<file path="src/rtl/usb_bulk_in_mux.sv">
// usb_bulk_in_mux: round-robin merge of AXI-stream channels into USB bulk-IN packets.
// Optional zero-length-packet beat after a full-size frame end: define USB_BULK_MUX_ZLP_EN.
`timescale 1ns/1ps
module usb_bulk_in_mux #(
    parameter int NUM_CHANNELS = 4,
    parameter int DATA_WIDTH   = 8,
    parameter int HIGH_SPEED   = 1
) (
    input  logic                               clock,
    input  logic                               reset,
    input  logic [NUM_CHANNELS-1:0]            s_axis_tvalid_i,
    output logic [NUM_CHANNELS-1:0]            s_axis_tready_o,
    input  logic [NUM_CHANNELS-1:0]            s_axis_tlast_i,
    input  logic [NUM_CHANNELS*DATA_WIDTH-1:0] s_axis_tdata_i,
    output logic                               m_axis_tvalid_o,
    input  logic                               m_axis_tready_i,
    output logic                               m_axis_tlast_o,
    output logic                               m_axis_tkeep_o,
    output logic [DATA_WIDTH-1:0]              m_axis_tdata_o,
    output logic [((NUM_CHANNELS > 1) ? $clog2(NUM_CHANNELS) : 1)-1:0] m_axis_tuser_o
);

    localparam int MAX_PACKET = (HIGH_SPEED != 0) ? 512 : 64;
    localparam int CHAN_BITS  = (NUM_CHANNELS > 1) ? $clog2(NUM_CHANNELS) : 1;
    localparam int CNT_W      = $clog2(MAX_PACKET);
    localparam int IDX_W      = CHAN_BITS + 1;

`ifdef USB_BULK_MUX_ZLP_EN
    typedef enum logic [1:0] {IDLE, XFER, ZLP} state_t;
`else
    typedef enum logic [1:0] {IDLE, XFER} state_t;
`endif

    state_t               state_q;
    state_t               state_d;
    logic [CHAN_BITS-1:0] grant_q;
    logic [CHAN_BITS-1:0] last_q;
    logic [CNT_W-1:0]     count_q;

    logic                  any_req;
    logic [CHAN_BITS-1:0]  rr_pick;
    logic [IDX_W-1:0]      cand;
    logic                  sel_valid;
    logic                  sel_last;
    logic [DATA_WIDTH-1:0] sel_data;
    logic                  cnt_max;
    logic                  pkt_last;
    logic                  beat_ok;

    // Round-robin search upward from the channel after the last grant
    always_comb begin
        any_req = 1'b0;
        rr_pick = '0;
        cand    = '0;
        for (int i = 0; i < NUM_CHANNELS; i++) begin
            cand = {1'b0, last_q} + IDX_W'(i + 1);
            if (cand >= IDX_W'(NUM_CHANNELS)) begin
                cand = cand - IDX_W'(NUM_CHANNELS);
            end
            if (!any_req && s_axis_tvalid_i[cand[CHAN_BITS-1:0]]) begin
                any_req = 1'b1;
                rr_pick = cand[CHAN_BITS-1:0];
            end
        end
    end

    // Select the granted channel's stream signals
    always_comb begin
        sel_valid = 1'b0;
        sel_last  = 1'b0;
        sel_data  = '0;
        for (int c = 0; c < NUM_CHANNELS; c++) begin
            if (grant_q == CHAN_BITS'(c)) begin
                sel_valid = s_axis_tvalid_i[c];
                sel_last  = s_axis_tlast_i[c];
                sel_data  = s_axis_tdata_i[c*DATA_WIDTH +: DATA_WIDTH];
            end
        end
    end

    assign cnt_max  = (count_q == CNT_W'(MAX_PACKET - 1));
    assign pkt_last = sel_last | cnt_max;
    assign beat_ok  = (state_q == XFER) && sel_valid && m_axis_tready_i;

    // FSM state register
    always_ff @(posedge clock or posedge reset) begin
        if (reset) begin
            state_q <= IDLE;
        end else begin
            state_q <= state_d;
        end
    end

    // Grant, round-robin pointer and in-packet beat counter
    always_ff @(posedge clock or posedge reset) begin
        if (reset) begin
            grant_q <= '0;
            last_q  <= CHAN_BITS'(NUM_CHANNELS - 1);
            count_q <= '0;
        end else begin
            if (state_q == IDLE && any_req) begin
                grant_q <= rr_pick;
                last_q  <= rr_pick;
            end
            if (beat_ok) begin
                count_q <= pkt_last ? '0 : count_q + CNT_W'(1);
            end
        end
    end

    // Next-state: one arbitration cycle, then stream until packet end
    always_comb begin
        state_d = state_q;
        unique case (state_q)
            IDLE: begin
                if (any_req) state_d = XFER;
            end
            XFER: begin
                if (beat_ok && pkt_last) begin
`ifdef USB_BULK_MUX_ZLP_EN
                    if (sel_last && cnt_max) state_d = ZLP;
                    else                     state_d = IDLE;
`else
                    state_d = IDLE;
`endif
                end
            end
`ifdef USB_BULK_MUX_ZLP_EN
            ZLP: begin
                if (m_axis_tready_i) state_d = IDLE;
            end
`endif
            default: state_d = IDLE;
        endcase
    end

    // Outputs: combinational pass-through while streaming, quiet otherwise
    always_comb begin
        s_axis_tready_o = '0;
        m_axis_tvalid_o = 1'b0;
        m_axis_tlast_o  = 1'b0;
        m_axis_tkeep_o  = 1'b0;
        m_axis_tdata_o  = '0;
        m_axis_tuser_o  = '0;
        unique case (state_q)
            XFER: begin
                m_axis_tvalid_o = sel_valid;
                m_axis_tlast_o  = pkt_last;
                m_axis_tkeep_o  = 1'b1;
                m_axis_tdata_o  = sel_data;
                m_axis_tuser_o  = grant_q;
                for (int c = 0; c < NUM_CHANNELS; c++) begin
                    s_axis_tready_o[c] = (grant_q == CHAN_BITS'(c)) && m_axis_tready_i;
                end
            end
`ifdef USB_BULK_MUX_ZLP_EN
            ZLP: begin
                m_axis_tvalid_o = 1'b1;
                m_axis_tlast_o  = 1'b1;
                m_axis_tuser_o  = grant_q;
            end
`endif
            default: ;
        endcase
    end

endmodule

</file>
<file path="config.mk">
export PLATFORM = sky130hd
export DESIGN_NAME = usb_bulk_in_mux
export DESIGN_NICKNAME = d
export VERILOG_FILES = /design/src/rtl/usb_bulk_in_mux.sv
export SDC_FILE = /design/constraint.sdc
export NUM_CORES = 1
export LEC_CHECK = 0
export CAP_MARGIN = 20
export CORE_UTILIZATION = 43
export DETAILED_ROUTE_END_ITERATION = 12
export PLACE_DENSITY = 0.85
export RECOVER_POWER = 50
export SLEW_MARGIN = 20
export SYNTH_ARGS = -nofsm -noshare
export SYNTH_HDL_FRONTEND = slang
export SYNTH_SLANG_ARGS = --single-unit
</file>
<file path="constraint.sdc">
create_clock -name clock -period 7 [get_ports clock]
set_input_delay 2.1 -clock clock [delete_from_list [all_inputs] [get_ports clock]]
set_output_delay 2.1 -clock clock [all_outputs]
set_load 0.05 [all_outputs]
</file>
======== Word-level counts from Yosys, hierarchy flattened ========
Index checks and enable logic that the tools add are counted.
operators by class
  add/subtract/negate cells ............... 9
  magnitude comparators ................... 8
  equality and inequality tests ........... 7
  muxes and demuxes ....................... 42
  bitwise operators ....................... 1
  reduce and logical (&&, ||, !) cells .... 17
operators with widths
  operator                                                  number
  2-to-1 mux 8 bit                                          5
  2-to-1 mux 2 bit                                          11
  2-to-1 mux 1 bit                                          19
  greater-or-equal comparator 3 bit, second input constant  4
  < comparator 2 x 3 -> 1 bit, second input constant        4
  logical AND 1 bit                                         11
  adder 9 x 1 -> 9 bit, second input constant               1
  == test 9 bit, second input constant                      1
  2-to-1 mux 9 bit                                          1
  binary-select mux 1 bit (select 2 bit)                    4
  subtractor 2 x 1 -> 2 bit, second input constant          4
  adder 2 x 2 -> 3 bit, second input constant               2
  == test 2 x 1 -> 1 bit, second input constant             2
  == test 2 bit, second input constant                      2
  zero test 2 bit                                           2
  2-to-1 mux 4 bit                                          1
  case mux 2 bit (2 select lines)                           1
  adder 2 x 1 -> 3 bit, second input constant               1
  adder 2 x 3 -> 3 bit, second input constant               1
  zero test 1 bit                                           3
  inequality test 2 x 1 -> 1 bit, second input constant     1
  inequality test 2 bit, second input constant              1
  AND reduction 2 bit                                       1
  bitwise OR 1 bit                                          1
storage, ports and cells
  register bits ........................... 15
  input bits .............................. 43
  output and inout bits ................... 17
  word-level logic and storage cells ...... 88

======== Logic depth before layout (Yosys ltp) ========
Gate-level depths: netlist (run 1).
  depth after elaboration ................. 17
  depth in mapped cells ................... 7

======== Least setup slack after synthesis (run 1) ========
OpenSTA, ideal clock, no wires.
  path kind ............................... input to output
  start ................................... in m_axis_tready_i
  end ..................................... out s_axis_tready_o[0]
  data arrival time ....................... 3.237 ns
  slack ................................... 1.663 ns
  stages on the path ...................... 2
  buffers on the path ..................... 0
  cell sequence ........................... nand2_1 nor3_1
between the ends
  longest elaborated chain between the ends .. 2
RTL lines
  item               RTL line  RTL
  from (decl)        16        input logic m_axis_tready_i,
  logical AND 1 bit  153       s_axis_tready_o[c] = (grant_q == CHAN_BITS'(c)) && m_axis_tready_i;
  2-to-1 mux 4 bit   145       unique case (state_q)
  to (decl)          12        output logic [NUM_CHANNELS-1:0] s_axis_tready_o,
No other way between the ends.

======== Final worst setup path (run 1) ========
  start ................................... in s_axis_tlast_i[1]
  end ..................................... out m_axis_tlast_o
between the ends
  longest elaborated chain between the ends .. 5
RTL lines
  item                           RTL line  RTL
  from (decl)                    13        input logic [NUM_CHANNELS-1:0] s_axis_tlast_i,
  2-to-1 mux 1 bit (3 in a row)  73        if (grant_q == CHAN_BITS'(c)) begin
  bitwise OR 1 bit               82        assign pkt_last = sel_last | cnt_max;
  2-to-1 mux 1 bit               145
  to (decl)                      17        output logic m_axis_tlast_o,
No other way between the ends.

==> results of run 1 <==
-- cells by family after synthesis --
kind of cell,Yosys count
compound gates,30
buf+inv,17
fa+ha+maj,2
simple gates,44
flops,14
mux,10
-- through the flow --
| stage | total power, mW | util [%] | std cells | area (um2) |
|---|---|---|---|---|
| floorplan | 0.560 | - | 117 | 1190 |
| global placement | 0.709 | 70.6 | 200 | 1800 |
| detailed placement | 0.723 | 70.6 | 200 | 1800 |
| CTS | 0.781 | 72.0 | 204 | 1830 |
| global route | 0.825 | 72.0 | 204 | 1830 |
| finish | 0.775 | 72.0 | 204 | 1830 |
-- layer usage --
layer | vias to the layer above | GRT usage [%] | part of all wire (%)
met4 | 0 | 8.12 | 2.1
met3 | 9 | 4.44 | 8.2
met1 | 565 | 25.7 | 38
met5 | - | 0 | 0
met2 | 55 | 44.2 | 51
li1 | 561 | - | -
-- layout by cell type, fill, tap and decap left out, drive strengths merged, types with 2 or more instances in the layout --
cell and n:
mux4 10, nand2 5, dlygate4sd3 2, a2111o 2, clkbuf 4, a32oi 2, a21bo 3, o211ai 4
a21o 4, nor3 2, and3 2, nor2 5, o21ai 5, or4b 2, ha 2, and2 14
dfrtp 12, nor2b 4, o2bb2ai 4, inv 11, or4 2, clkdlybuf4s50 57, dfstp 2, nand3 3
-- registers in the layout, indices dropped and copies added (netlist names) --
signal   flops
state_q      1
count_q      9
grant_q      2
last_q       2
-- layout make-up --
type	instances	area, um2
sequential	14	353
multi-input combinational	86	774
timing repair buffer	59	591
fill	197	712
inverter	11	41.3
tap	30	37.5
clock buffer	4	36.3
-- where the power goes --
| part | total [mW] | internal, mW | switching (mW) |
|---|---|---|---|
| Sequential | 0.179 | 0.116 | 0.0627 |
| Clock | 0.0564 | 0.0316 | 0.0248 |
| Combinational | 0.539 | 0.239 | 0.299 |
| Total | 0.775 | 0.388 | 0.387 |
-- worst max-delay path by stage --
stage	cells past startpoint	endpoint
detailed placement	5	m_axis_tlast_o
global route	5	m_axis_tlast_o
global placement	5	m_axis_tlast_o
finish	5	m_axis_tlast_o
floorplan	2	s_axis_tready_o[0]
CTS	5	m_axis_tlast_o
-- tightest hold or removal path, stage by stage (launching register included) --
cell and delay (ps):
dfstp_2 390, inv_1 50, a32oi_1 60
==> out/metrics.cfg, run 1 <==
[status]
outcome = complete, no violations

[synth]
syn_inst = 117
synth_area_leaders = dfrtp_1 (25%), mux4_2 (17%), and2_1 (7.3%)
synth_flop_cell = dfrtp_1
ys_seq_elements = 14
synthDistinctLibCells = 36
synthXorXnorAreaFrac_pct = 0
ys_async_sr_fraction_pct = 100
synth.top_cell.area_share_pct = 25.2
avgSynthCellArea_um2 = 10.2
synth_edf_count = 0
yosys.area.top_type = dfrtp_1
yosys.area_share.simple_pct = 21.6
yosys-top-cells-count = and2_1 (14), dfrtp_1 (12), inv_1 (11)
synthAdderAreaFrac_pct = 2.10
synth_nets = 162
synth_top_family_by_area = compound AO/OA/AOI/OAI gates
synthesis.area_um2 = 1190
ys_warn_count = 0
yosysSeqAreaShare_pct = 29.6
synthMuxAreaShare_pct = 19.2
synth_compound_area_share_pct = 22.0
yosysMostFrequentCell = and2_1

[critical_path]
path_cells = clkdlybuf4s50_1 > mux4_2 > or2_2 > and2_1 > clkdlybuf4s50_1
critPathBufInv = 2
critPathSlowestCell = clkdlybuf4s50_1
cp.required_ps = 4900
reg2reg_to = count_q[2]
max_stage_delay_ps = 710
worst_path_most_repeated_cell = clkdlybuf4s50_1
reg2reg_from = grant_q[0]
rrSetupSlack_ps = 4450
critical_path_class = input pin to output pin
worstSetupEndpointType = output pin
worstPathMaxFanout = 8
startpoint = s_axis_tlast_i[1]
crit_arrival_ps = 4270
reg2regPathDepth = 3
crit_family = buffers and inverters
startpoint_type = input pin

[pwr]
p_leak_nw = 0.763
power.density_nw_per_um2 = 423
peakVddDrop_uv = 353

[drt]
first_iter_violations = 21
ant_nets = 0
drc = 0
wl_per_cell_um = 16.1
wirelength_um = 3280
dr.pass1.iters = 4
via_per_inst = 5.83
dr_total_vias = 1190

[timing]
whs_ps = 496
timing.final.max_slew_violations = 0
finClkSkew_ps = 2.43
hold_viol = 0
timing.final.crit_share_pct = 91.0
fin_ws_ps = 631
max_slew_margin_pct = 48.0
setup_viol = 0
post-route-min-period_ps = 6370
rsz0062_at_grt = false
setup_tns_ps = 0
worst_pin_slew_ps = 769
max_freq_ghz = 0.157

[min_path]
hp-start = last_q[0]
min_path_type = flip-flop to flip-flop
hold_path_end = last_q[0]
hold_depth = 2

[clocking]
clock-root-buffer = clkbuf_4
clk_path_buf_depth = 2
htree_levels = 1
cts.clk_slew.worst_paths_ps = 80
cts_tree = yes
numCtsBuffers = 3
postCtsHoldBufs = 0
post-cts-setup-buffer-count = 0
cts_resized = 0
clkLatencyLatePin_ps = 270
cts.sinks = 14

[layout]
layout-drive-gt1-share_pct = 12.6
syn2layout_area_growth_pct = 53.6
fin_nets = 220
diodes = 0

[grt]
grt_pass1_wl_um = 5000
grt_max_degree = 17
grt_usage_pct = 23.5
antenna_found_initial = 0
grt_pass1_vias = 1147
overflow = 0

[placement]
place_ws_ps = 623
io_buffers = 59
gp_congestion = 0.802
dp_hpwl_um = 2690

[flow_run]
timing.max_cap.violations = 0

[die]
dieArea_um2 = 2990
die_h_um = 54.7
fp-row-count = 18
coreArea_um2 = 2540
start_util_pct = 46.9
die_w_um = 54.7
io_pins = 60

Power figures use the tool's default switching activity.
==> inputs of run 2 (changes only) <==
--- a/config.mk
+++ b/config.mk
@@ -6,9 +6,10 @@
 export NUM_CORES = 1
 export LEC_CHECK = 0
 export CAP_MARGIN = 20
-export CORE_UTILIZATION = 43
+export CORE_ASPECT_RATIO = 0.8
+export CORE_UTILIZATION = 40
 export DETAILED_ROUTE_END_ITERATION = 12
-export PLACE_DENSITY = 0.85
+export PLACE_DENSITY = 0.8
 export RECOVER_POWER = 50
 export SLEW_MARGIN = 20
 export SYNTH_ARGS = -nofsm -noshare
==> constraint.sdc (replaced) <==
create_clock -name clock -period 6 [get_ports clock]
set_input_delay 1.8 -clock clock [delete_from_list [all_inputs] [get_ports clock]]
set_output_delay 1.8 -clock clock [all_outputs]
set_load 0.05 [all_outputs]
==> out/metrics.cfg, run 2 (synthesis gave the netlist of run 1 again) <==
[die]
die_w_um = 63.1
coreArea_um2 = 2790
die_h_um = 50.9
fp-row-count = 17
dieArea_um2 = 3210
start_util_pct = 42.8
io_pins = 60

[clocking]
htree_levels = 1
cts.sinks = 14
post-cts-setup-buffer-count = 0
cts.clk_slew.worst_paths_ps = 60
cts_resized = 0
cts_tree = yes
clk_path_buf_depth = 2
numCtsBuffers = 3
clkLatencyLatePin_ps = 250
clock-root-buffer = clkbuf_8
postCtsHoldBufs = 0

[drt]
dr_total_vias = 1203
wirelength_um = 3450
via_per_inst = 5.62
wl_per_cell_um = 16.1
dr.pass1.iters = 4
first_iter_violations = 61
ant_nets = 0
drc = 0

[critical_path]
critical_path_class = input pin to output pin
rrSetupSlack_ps = 3450
startpoint = s_axis_tlast_i[0]
reg2regPathDepth = 3
reg2reg_to = count_q[2]
worstSetupEndpointType = output pin
cp.required_ps = 4200
reg2reg_from = grant_q[0]
worstPathMaxFanout = 8
startpoint_type = input pin
crit_arrival_ps = 3930

[min_path]
min_path_type = flip-flop to flip-flop
hold_depth = 2
hp-start = last_q[0]
hold_path_end = last_q[0]

[timing]
timing.final.crit_share_pct = 95.4
max_slew_margin_pct = 42.2
timing.final.max_slew_violations = 0
setup_tns_ps = 0
post-route-min-period_ps = 5730
finClkSkew_ps = 5.18
whs_ps = 488
hold_viol = 0
setup_viol = 0
max_freq_ghz = 0.175
fin_ws_ps = 273
worst_pin_slew_ps = 856
rsz0062_at_grt = false

[grt]
antenna_found_initial = 0
grt_usage_pct = 22.5
grt_pass1_vias = 1144
grt_max_degree = 17
grt_pass1_wl_um = 5540
overflow = 0

[pwr]
peakVddDrop_uv = 265
combPwrFrac_pct = 67.7
p_leak_nw = 0.777
power.density_nw_per_um2 = 502
swShare_pct = 49.3
power_mw = 0.941
p_clk_share_pct = 9.9
p_int_mw = 0.477
p_switching_mw = 0.464
seqPwrFrac_pct = 22.5

[layout]
layout_common_cells = clkdlybuf4s50_1 (57), and2_1 (14), dfrtp_1 (12)
largest_register_ffs = 9
largest_registers = count_q x9, grant_q x2, last_q x2
stdcell_area_um2 = 1870
layout_commonest_cell = clkdlybuf4s50_1
diodes = 0
layout-drive-gt1-share_pct = 13.1
fin_nets = 222
syn2layout_area_growth_pct = 56.9
regMostFlops = count_q

[placement]
place_ws_ps = 270
io_buffers = 59
gp_congestion = 0.786
placed_cell_area_um2 = 1820
dp_hpwl_um = 2710

[status]
outcome = complete, no violations

[flow_run]
timing.max_cap.violations = 0

run 2: changes by cell type in the layout (fill, tap and decap cells not counted), sizes merged:
cell    previous run  this run
buf                0         1
clkbuf             4         5
run 2: worst max path at each step:
stage / slack (ps) / cells after the start / to
global route: 230 / 5 / m_axis_tlast_o
floorplan: 1260 / 2 / s_axis_tready_o[0]
CTS: 260 / 5 / m_axis_tlast_o
detailed placement: 270 / 5 / m_axis_tlast_o
global placement: 280 / 5 / m_axis_tlast_o
finish: 270 / 5 / m_axis_tlast_o
run 2: critical path, stage by stage:
cell and delay, ps:
clkdlybuf4s50_1 410, mux4_2 550, or2_2 320, and2_1 160
clkdlybuf4s50_1 690
run 2: layer usage:
| metal | vias to the layer above | routed length [um] | share of wire (%) | GRT usage (%) |
|---|---|---|---|---|
| met5 | - | 0 | 0 | 0 |
| met3 | 4 | 169 | 4.9 | 5.36 |
| met2 | 34 | 1600 | 46 | 33.2 |
| met4 | 0 | 37 | 1.1 | 5.81 |
| met1 | 597 | 1640 | 48 | 32.9 |
| li1 | 568 | - | - | - |
run 2: metrics by stage:
stage | std cells | util, %
final | 214 | 67.2
after global routing | 214 | 67.2
after CTS | 214 | 67.4
after detailed placement | 210 | 65.4
after global placement | 210 | 65.4
after floorplan | 117 | -
run 2: cell type report:
type | instances | area [um2]
Sequential cell | 14 | 353
Tap cell | 38 | 47.5
Timing Repair Buffer | 61 | 602
Inverter | 11 | 41.3
Clock buffer | 4 | 55.1
Multi-Input combinational cell | 86 | 774
Fill cell | 226 | 913
run 2: power groups by stage:
| stage | clock network, mW | logic [mW] | registers [mW] |
|---|---|---|---|
| global placement | 0 | 0.630 | 0.209 |
| finish | 0.0930 | 0.637 | 0.211 |
| floorplan | 0 | 0.475 | 0.179 |
| detailed placement | 0 | 0.640 | 0.213 |
| CTS | 0.0945 | 0.642 | 0.212 |
| global route | 0.0985 | 0.673 | 0.222 |
==> inputs of run 3 (changes only) <==
--- a/config.mk
+++ b/config.mk
@@ -5,11 +5,13 @@
 export SDC_FILE = /design/constraint.sdc
 export NUM_CORES = 1
 export LEC_CHECK = 0
+export ABC_AREA = 1
 export CAP_MARGIN = 20
 export CORE_ASPECT_RATIO = 0.8
-export CORE_UTILIZATION = 40
+export CORE_UTILIZATION = 55
 export DETAILED_ROUTE_END_ITERATION = 12
-export PLACE_DENSITY = 0.8
+export DONT_BUFFER_PORTS = 1
+export PLACE_DENSITY = 0.7
 export RECOVER_POWER = 50
 export SLEW_MARGIN = 20
 export SYNTH_ARGS = -nofsm -noshare
==> out/metrics.cfg, run 3 <==
[status]
outcome = complete, no violations

[grt]
overflow = 0
grt_pass1_vias = 1356
grt_usage_pct = 24.1
grt_pass1_wl_um = 5510
antenna_found_initial = 0
grt_max_degree = 15

[critical_path]
worstPathMaxFanout = 1
cp.required_ps = 4200
reg2reg_to = count_q[0]
critical_path_class = input pin to output pin
reg2regPathDepth = 4
rrSetupSlack_ps = 3900
crit_arrival_ps = 2810
startpoint_type = input pin
worstSetupEndpointType = output pin
reg2reg_from = state_q[0]

[min_path]
min_path_type = flip-flop to flip-flop
hold_depth = 2
hold_path_end = count_q[8]
hp-start = count_q[8]

[synth]
ys_seq_elements = 14
synth_edf_count = 0
synth_flop_cell = dfrtp_1
avgSynthCellArea_um2 = 6.24
ys_async_sr_fraction_pct = 100
synthDistinctLibCells = 32
ys_warn_count = 0
synth_area_leaders = nand2_1 (22%), dfrtp_1 (20%), inv_1 (6.9%)
yosys.area.top_type = nand2_1
yosys-top-cells-count = nand2_1 (85), inv_1 (27), o21ai_0 (20)
synthesis.area_um2 = 1480
yosysSeqAreaShare_pct = 23.9
syn_inst = 237
synth.top_cell.area_share_pct = 21.6
yosysMostFrequentCell = nand2_1
synth_nets = 282

[layout]
syn2layout_area_growth_pct = 1.52
layout_common_cells = nand2_1 (86), inv_1 (28), o21ai_0 (23)
fin_nets = 285
fin_cells = 275
largest_register_ffs = 9
regMostFlops = count_q
layout_commonest_cell = nand2_1
layout-drive-gt1-share_pct = 15.1
diodes = 0
nFillCells = 253
largest_registers = count_q x9, grant_q x2, last_q x2

[timing]
timing.final.crit_share_pct = 76.9
max_slew_margin_pct = 30.8
timing.final.max_slew_violations = 0
post-route-min-period_ps = 4610
finClkSkew_ps = 13.7
rsz0062_at_grt = false
max_freq_ghz = 0.217
fin_ws_ps = 1390
setup_viol = 0
setup_tns_ps = 0
worst_pin_slew_ps = 1040
hold_viol = 0

[placement]
place_ws_ps = 1380
io_buffers = 0
gp_congestion = 0.849
dp_cells = 271
dp_hpwl_um = 2730

[pwr]
seqPwrFrac_pct = 20.6
swShare_pct = 65.3
p_int_mw = 0.336
power.density_nw_per_um2 = 646
peakVddDrop_uv = 271
power_mw = 0.970
p_leak_nw = 0.799
p_clk_share_pct = 5.6
p_switching_mw = 0.634
combPwrFrac_pct = 73.8

[drt]
via_per_inst = 5.38
dr_total_vias = 1480
drc = 0
ant_nets = 0
first_iter_violations = 67
wl_per_cell_um = 12.2
dr.pass1.iters = 4
wirelength_um = 3350

[die]
dieArea_um2 = 2900
io_pins = 60
fp-row-count = 16
die_w_um = 60.0
coreArea_um2 = 2500
die_h_um = 48.4
start_util_pct = 59.1

[clocking]
htree_levels = 1
post-cts-setup-buffer-count = 0
numCtsBuffers = 3
cts_tree = yes
cts_resized = 0
clkLatencyLatePin_ps = 280
cts.sinks = 14
postCtsHoldBufs = 0
clk_path_buf_depth = 2
clock-root-buffer = clkbuf_4
cts.clk_slew.worst_paths_ps = 90

[flow_run]
timing.max_cap.violations = 0

[run 3: cell types whose count changed after synthesis, moves of 10 or more]
cell,change
nand2_1,+80
inv_1,+16
o21ai_0,+15
and2_1,-14
nand2_2,+12
nand3_1,+10
[run 3: cell type report]
cell class	instances	area, um2	share of cell area [%]
clock buffer	4	26.3	1.75
timing repair buffer	4	30.0	2.00
multi-input combinational	184	916	61.0
inverter	33	131	8.75
sequential	14	353	23.5
tap	36	45.0	3.00
[run 3: routing by layer]
metal,wire length [um],global-route usage [%]
met4,0,3.49
met1,1480,30.2
met2,1600,43.0
met3,263,4.81
met5,0,0
[run 3: metrics by stage]
stage               hold WS, ps  area, um2  util, %
finish                      498       1500     60.0
global route                547       1500     60.0
CTS                         499       1530     61.2
detailed placement          477       1500     60.1
global placement            470       1500     60.1
floorplan                   455       1480        -
[run 3: worst max path at each step]
stage / from / endpoint / slack [ps] / depth (start not counted)
finish: s_axis_tdata_i[1] / m_axis_tdata_o[1] / 1390 / 4
global route: s_axis_tdata_i[7] / m_axis_tdata_o[7] / 1270 / 4
CTS: s_axis_tvalid_i[1] / m_axis_tvalid_o / 1380 / 6
detailed placement: s_axis_tvalid_i[1] / m_axis_tvalid_o / 1380 / 6
global placement: s_axis_tvalid_i[1] / m_axis_tvalid_o / 1380 / 6
floorplan: m_axis_tready_i / s_axis_tready_o[0] / 1250 / 2
[run 3: cell families after synthesis]
group                    share of synthesized area, %
AO/OA/AOI/OAI                                    15.5
XOR/XNOR                                         1.78
flip-flops                                       23.9
buffers and inverters                            12.3
AND/OR/NAND/NOR                                  44.9
adder cells (fa/ha/maj)                          1.69
[run 3: power groups by stage]
| stage | clock network, mW | logic (mW) | registers, mW |
|---|---|---|---|
| final | 0.0542 | 0.716 | 0.200 |
| after global routing | 0.0630 | 0.784 | 0.208 |
| after floorplan | 0 | 0.685 | 0.158 |
| after detailed placement | 0 | 0.730 | 0.204 |
| after global placement | 0 | 0.714 | 0.202 |
| after CTS | 0.0565 | 0.732 | 0.202 |
[run 3: critical path, stage by stage]
cell	delay, ps
o21ai_0	50
nand2_1	80
o21ai_0	80
a21oi_1	810
